[config.mk]
export PLATFORM = sky130hd
export DESIGN_NAME = shot_accumulator
export DESIGN_NICKNAME = d
export VERILOG_FILES = /design/src/rtl/measure_pkg.sv /design/src/rtl/sat_add_signed.sv /design/src/rtl/shot_accumulator.sv
export SDC_FILE = /design/constraint.sdc
export NUM_CORES = 1
export LEC_CHECK = 0
export ABC_CLOCK_PERIOD_IN_PS = 3160
export CAP_MARGIN = 20
export CORE_ASPECT_RATIO = 0.6
export CORE_UTILIZATION = 33
export CTS_CLUSTER_DIAMETER = 200
export DETAILED_ROUTE_END_ITERATION = 12
export PLACE_DENSITY = 0.62
export SLEW_MARGIN = 20
export SYNTH_ARGS = -nofsm -noshare
export SYNTH_HDL_FRONTEND = slang
export SYNTH_SLANG_ARGS = --single-unit
[constraint.sdc]
create_clock -name i_clk -period 3.16 [get_ports i_clk]
set_clock_uncertainty 0.1 [all_clocks]
set_input_delay 0.474 -clock i_clk [delete_from_list [all_inputs] [get_ports i_clk]]
set_output_delay 0.474 -clock i_clk [all_outputs]
set_load 0.02 [all_outputs]
[src/rtl/measure_pkg.sv]
// Shared definitions for the measureClifford readout chain: value width,
// accumulator FSM states and signed saturation limits.
package measure_pkg;

    localparam int NUM_QUBITS_DEFAULT = 5;

    // Per-shot value width: the qubit count plus sign and headroom bits.
    function automatic int val_w(input int num_qubits);
        return num_qubits + 2;
    endfunction

    typedef enum logic [1:0] {
        ST_IDLE  = 2'd0,
        ST_ACCUM = 2'd1,
        ST_DONE  = 2'd2
    } acc_state_t;

    // Most positive value representable in a w-bit two's-complement number.
    function automatic longint sat_max(input int w);
        return (longint'(1) <<< (w - 1)) - longint'(1);
    endfunction

    // Most negative value representable in a w-bit two's-complement number.
    function automatic longint sat_min(input int w);
        return -(longint'(1) <<< (w - 1));
    endfunction

endpackage

[src/rtl/sat_add_signed.sv]
// Combinational W-bit signed adder that clamps to the representable range
// and flags when clamping happened.
module sat_add_signed
    import measure_pkg::*;
#(
    parameter int W = 20
)(
    input  logic signed [W-1:0] i_a,
    input  logic signed [W-1:0] i_b,
    output logic signed [W-1:0] o_sum,
    output logic                o_ovf
);

    localparam logic signed [W-1:0] SAT_MAX = W'(sat_max(W));
    localparam logic signed [W-1:0] SAT_MIN = W'(sat_min(W));

    logic [W:0] w_full;

    // Add one bit wider; the top two bits disagree exactly on signed overflow.
    always_comb begin
        w_full = {i_a[W-1], i_a} + {i_b[W-1], i_b};
        o_ovf  = w_full[W] ^ w_full[W-1];
        o_sum  = w_full[W-1:0];
        if (o_ovf) begin
            // The wide sign bit tells which way the true result went.
            o_sum = w_full[W] ? SAT_MIN : SAT_MAX;
        end
    end

endmodule

[src/rtl/shot_accumulator.sv]
// Batch accumulator for per-shot measurement values: sum, count, min and max
// over a programmable number of shots, one batch per start pulse.
module shot_accumulator
    import measure_pkg::*;
#(
    parameter int NUM_QUBITS = NUM_QUBITS_DEFAULT,
    parameter int SHOT_W     = 10,
    parameter int ACC_W      = 20,
    localparam int VAL_W     = val_w(NUM_QUBITS)
)(
    input  logic                    i_clk,
    input  logic                    i_rst,
    input  logic                    i_start,
    input  logic [SHOT_W-1:0]       i_num_shots,
    input  logic signed [VAL_W-1:0] i_value,
    input  logic                    i_valid,
    output logic                    o_busy,
    output logic                    o_done,
    output logic signed [ACC_W-1:0] o_sum,
    output logic [SHOT_W-1:0]       o_count,
    output logic signed [VAL_W-1:0] o_min,
    output logic signed [VAL_W-1:0] o_max,
    output logic                    o_overflow
);

    acc_state_t              r_state;
    acc_state_t              w_state_nxt;
    logic [SHOT_W-1:0]       r_target;
    logic [SHOT_W-1:0]       r_count;
    logic [SHOT_W-1:0]       w_count_inc;
    logic signed [ACC_W-1:0] r_sum;
    logic signed [ACC_W-1:0] w_val_ext;
    logic signed [ACC_W-1:0] w_sum_sat;
    logic                    w_add_ovf;
    logic signed [VAL_W-1:0] r_min;
    logic signed [VAL_W-1:0] r_max;
    logic                    r_ovf;
    logic                    r_first;

    assign w_count_inc = r_count + SHOT_W'(1);
    assign w_val_ext   = ACC_W'(i_value);

    sat_add_signed #(
        .W(ACC_W)
    ) u_sat_add (
        .i_a  (r_sum),
        .i_b  (w_val_ext),
        .o_sum(w_sum_sat),
        .o_ovf(w_add_ovf)
    );

    // State register.
    // NOTE: sequential state uses non-blocking (<=) so every flop samples pre-edge values.
    always_ff @(posedge i_clk) begin
        if (i_rst) begin
            r_state <= ST_IDLE;
        end else begin
            r_state <= w_state_nxt;
        end
    end

    // Next-state logic: a batch ends on the sample that brings count to target.
    // NOTE: the default is assigned first so no path leaves w_state_nxt unassigned (no latch).
    always_comb begin
        w_state_nxt = r_state;
        case (r_state)
            ST_IDLE: begin
                if (i_start) begin
                    w_state_nxt = (i_num_shots == '0) ? ST_DONE : ST_ACCUM;
                end
            end
            ST_ACCUM: begin
                if (i_valid && (w_count_inc == r_target)) begin
                    w_state_nxt = ST_DONE;
                end
            end
            ST_DONE:  w_state_nxt = ST_IDLE;
            default:  w_state_nxt = ST_IDLE;
        endcase
    end

    // Batch datapath: clear on start, accumulate valid samples in ACCUM, hold otherwise.
    always_ff @(posedge i_clk) begin
        if (i_rst) begin
            r_target <= '0;
            r_count  <= '0;
            r_sum    <= '0;
            r_min    <= '0;
            r_max    <= '0;
            r_ovf    <= 1'b0;
            r_first  <= 1'b0;
        end else begin
            case (r_state)
                ST_IDLE: begin
                    if (i_start) begin
                        r_target <= i_num_shots;
                        r_count  <= '0;
                        r_sum    <= '0;
                        r_min    <= '0;
                        r_max    <= '0;
                        r_ovf    <= 1'b0;
                        r_first  <= 1'b1;
                    end
                end
                ST_ACCUM: begin
                    if (i_valid) begin
                        r_sum   <= w_sum_sat;
                        r_ovf   <= r_ovf | w_add_ovf;
                        r_count <= w_count_inc;
                        r_first <= 1'b0;
                        if (r_first || (i_value < r_min)) begin
                            r_min <= i_value;
                        end
                        if (r_first || (i_value > r_max)) begin
                            r_max <= i_value;
                        end
                    end
                end
                default: ;
            endcase
        end
    end

    assign o_busy     = (r_state == ST_ACCUM);
    assign o_done     = (r_state == ST_DONE);
    assign o_sum      = r_sum;
    assign o_count    = r_count;
    assign o_min      = r_min;
    assign o_max      = r_max;
    assign o_overflow = r_ovf;

endmodule

==> run summary <==
The run finished with clean final reports. The final net count came out at 686. TritonCTS built the clock tree. The aggregate global routing overflow is 0. The cell area power density came out at 423.9 nW/µm². The count of state elements after synthesis is 58. In this run the mean area of a mapped cell was 7.978 µm². The largest fanout on the critical path is 14. The clock tree synthesis step divided the H-tree into 3 levels. Of the post-synthesis cell area, the part taken by muxes is 2.624%.

The number of instances in the placed design is 775. The sequential fraction of the synthesis area is 28.99%. The detailed-router iteration count before antenna repair is 5.

The tightest hold path in the finished design has a slack of 0.3627 ns. The proportion of synthesized flip-flops having asynchronous set or reset is 0%. The final-layout fill cell count came out at 1141.

Routability-driven placement finished with a final weighted congestion of 0.8735. The global-route usage over all layers came out at 20.53%. From synthesis to final layout, the design area changed by 39.68%.

The fraction of final layout cells sized beyond drive strength 1 is 17.80%. The die covers 12600 µm². Clock latency on the worst-skew pair, taken at its later pin, is 0.34 ns. The number of maximum-capacitance constraint violations came out at 0. The leakage power came out at 2.354 nW. The cell chosen for the clock root is sky130_fd_sc_hd__clkbuf_16. The count of input and output buffers is 67. The final routed DRC violation total came out at 0. The peak supply drop is 305.5 µV.

The routed design has 12550 µm of wire. After synthesis, the netlist uses 64 different library cells. The Yosys warning count came out at 0. The worst register-to-register path ends at o_sum[10]. The finished layout holds 795 standard cells, fillers aside. The count of nets left with antenna violations once routing finished came out at 0. Counting instances, the worst hold path has a depth of 1. The critical path startpoint category is an input pin. The worst path required time came out at 3.29 ns. The sequential group share of total power is 33.8%.

The pin count of the biggest net entering global routing is 21. The total placed instance area is 5239 µm². The core footprint came out at 11560 µm². The synthesized design contains 0 enable-type register cells. The transition time of the tightest slew-check pin is 0.8261 ns. After Yosys synthesis, and, or, nand and nor cells account for 21.24% of the synthesized area. The post-synthesis share of cell area spent on xor and xnor gates is 6.748%. The cell-internal power is 0.001614 W.

The clock passes through at most 2 buffers. The antenna diode instance count is 0. The number of antenna violations at the first check in global routing came out at 0. The placed wire-length estimate is 9415 µm. In this run the vertical extent of the chip is 87.34 µm. The count of routing violations after the opening detailed-route iteration is 326. The count of boundary I/O pins came out at 68.

The shortest clock period the worst path allows after layout came out at 3.064 ns. The average vias per placed instance came out at 5.213. The total design power is 0.002371 W. The worst setup path is captured at a flop. The via total after detailed routing came out at 4144. The share of the core filled with cells is 48.39%. The data arrival time of the critical path came out at 3.20 ns. The design area came out at 5594 µm². The cell count after synthesis came out at 502. The clock share of power is 38.7%. The arithmetic-cell share of the synthesized area counting full adders, half adders and majority gates came out at 11.12%. In this run the most critical hold path is launched from r_state[1]. The worst hold path terminates at r_state[1]. Setup violations remaining at the end of the flow were counted as 0. The starting utilization of the core area is 34.64%. The worst-case reg-to-reg path depth is 11. The dominant register cell in the synthesized netlist is sky130_fd_sc_hd__dfxtp_1. The clock buffer count from CTS is 9. The cell area that synthesis handed to floorplanning was 4005 µm². In this run the register-to-register setup slack is 0.27 ns. The startpoint identified for the worst register-to-register timing path is o_sum[0].

The logic gate share of total power came out at 27.5%. Measured against its own limit, the worst slew margin works out to 44.59%. The class of the tightest hold or removal check is reg2reg. The floorplan die width came out at 144.2 µm.

The setup path with the least slack is of type in2reg. The number of pins exceeding their max-slew limit in the final report was 0. By area the synthesized netlist is led by sky130_fd_sc_hd__dfxtp_1 (29%), sky130_fd_sc_hd__ha_1 (11%), sky130_fd_sc_hd__a21oi_1 (6.6%). The clock-pin slew on the worst setup and hold paths came out at 0.06 ns. The commonest non-fill, non-tap cell in the layout is sky130_fd_sc_hd__clkdlybuf4s50_1. The synthesized netlist devotes 24.24% of its cell area to compound gates. The final number of hold-violating endpoints is 0.

The count of standard-cell rows came out at 30. In this run the power spent charging and discharging nets is 0.0007571 W. Dividing the final minimum period by the clock period gives 96.97%. The top cell type's share of synthesized area is 28.99%.

After synthesis, the largest family of logic cells by area is compound AO/OA/AOI/OAI gates. CTS saw 58 sinks. The number of global-route vias before repair is 3841. The cell type with the largest total area after synthesis is sky130_fd_sc_hd__dfxtp_1.

The synthesized net count came out at 558. The fmax is 326.4 MHz. The routed wire length per instance came out at 15.78 µm. The top cell types in the final layout, fill and taps aside, are sky130_fd_sc_hd__clkdlybuf4s50_1 (66), sky130_fd_sc_hd__buf_4 (64), sky130_fd_sc_hd__nand2_1 (59). The global-route wire length before repair came out at 19670 µm. The fraction of power spent switching nets came out at 31.93%.
[cell families after synthesis]
group / count (synthesis)
xor gates and xnor gates: 30
DFF: 58
and+or+nand+nor: 183
buffers and inverters: 37
AOI/OAI and AO/OA: 149
muxes: 10
adders and majority gates: 35
[how the worst max path moves through the flow]
stage	endpoint	cells past startpoint	slack (ns)	start
detailed placement	o_sum[8]	11	-0.42	i_value[0]
global placement	o_sum[8]	11	-0.32	i_value[0]
finish	o_sum[1]	12	0.1	i_value[6]
floorplan	o_sum[16]	11	0.27	i_value[0]
CTS	o_sum[5]	12	0.007	i_value[0]
global route	o_sum[1]	12	-0.02	i_value[6]
[sequential cells by signal (all words and copies together) (netlist names)]
name	flops
o_min	7
o_max	7
r_first	1
r_target	10
r_state	2
o_overflow	1
o_sum	20
o_count	10
[layer usage]
layer / global-route usage (%) / vias to the layer above / routed length [µm]
met1: 30.65 / 1941 / 6537
met3: 4.893 / 18 / 895
li1: - / 2051 / -
met4: 5.167 / 0 / 158
met2: 28.94 / 134 / 4957
met5: 0 / - / 0
[stage by stage]
stage | setup slack, ns | setup TNS (ns)
global route | -0.02243 | -0.02243
floorplan | 0.2730 | 0
finish | 0.09582 | 0
CTS | 0.006787 | 0
detailed placement | -0.4155 | -7.549
global placement | -0.3230 | -5.864
[final cells by class]
| type | count | area, µm² | share of cell area [%] |
|---|---|---|---|
| Sequential cell | 58 | 1161 | 20.76 |
| Inverter | 19 | 71.32 | 1.275 |
| Timing Repair Buffer | 135 | 1201 | 21.47 |
| Clock inverter | 6 | 41.29 | 0.7381 |
| Tap cell | 160 | 200.2 | 3.579 |
| Multi-Input combinational cell | 407 | 2680 | 47.91 |
| Clock buffer | 10 | 239.0 | 4.272 |
[power by group through the flow]
stage          Sequential, W  Clock (W)  Combinational [W]
3_3_place_gp        0.000815          0           0.000613
3_5_place_dp        0.000815          0           0.000624
4_1_cts             0.000800   0.000934           0.000635
5_1_grt             0.000804   0.000968           0.000711
2_1_floorplan       0.000833          0           0.000361
6_report            0.000800   0.000918           0.000652
[Yosys cell counts, types with 6 or more instances]
master	instances
sky130_fd_sc_hd__a21o_1	14
sky130_fd_sc_hd__a21oi_1	53
sky130_fd_sc_hd__and2_1	8
sky130_fd_sc_hd__clkbuf_1	12
sky130_fd_sc_hd__dfxtp_1	58
sky130_fd_sc_hd__ha_1	34
sky130_fd_sc_hd__inv_1	18
sky130_fd_sc_hd__mux2i_1	9
sky130_fd_sc_hd__nand2_1	60
sky130_fd_sc_hd__nand3_1	14
sky130_fd_sc_hd__nor2_1	54
sky130_fd_sc_hd__nor3_1	11
sky130_fd_sc_hd__o211ai_1	6
sky130_fd_sc_hd__o21ai_0	28
sky130_fd_sc_hd__o21ai_1	9
sky130_fd_sc_hd__xnor2_1	21
sky130_fd_sc_hd__xor2_1	8
[critical path, cell delays in order]
cell and delay, ns:
sky130_fd_sc_hd__clkdlybuf4s50_1 0.44, sky130_fd_sc_hd__buf_12 0.17, sky130_fd_sc_hd__ha_1 0.33, sky130_fd_sc_hd__a21oi_2 0.15
sky130_fd_sc_hd__o21ai_0 0.16, sky130_fd_sc_hd__a22oi_2 0.25, sky130_fd_sc_hd__nand3b_2 0.14, sky130_fd_sc_hd__a311oi_4 0.32
sky130_fd_sc_hd__buf_4 0.20, sky130_fd_sc_hd__mux2i_1 0.20, sky130_fd_sc_hd__nor2b_1 0.07, sky130_fd_sc_hd__o41ai_1 0.28
[what timing repair did]
action,in CTS,in global routing
cloned,0,1
buffers inserted,0,3
hold buffers,0,0
pin swaps,0,10
resized for setup,3,9
endpoints found under the setup margin,16,20
(Power assumes the default switching activity.)
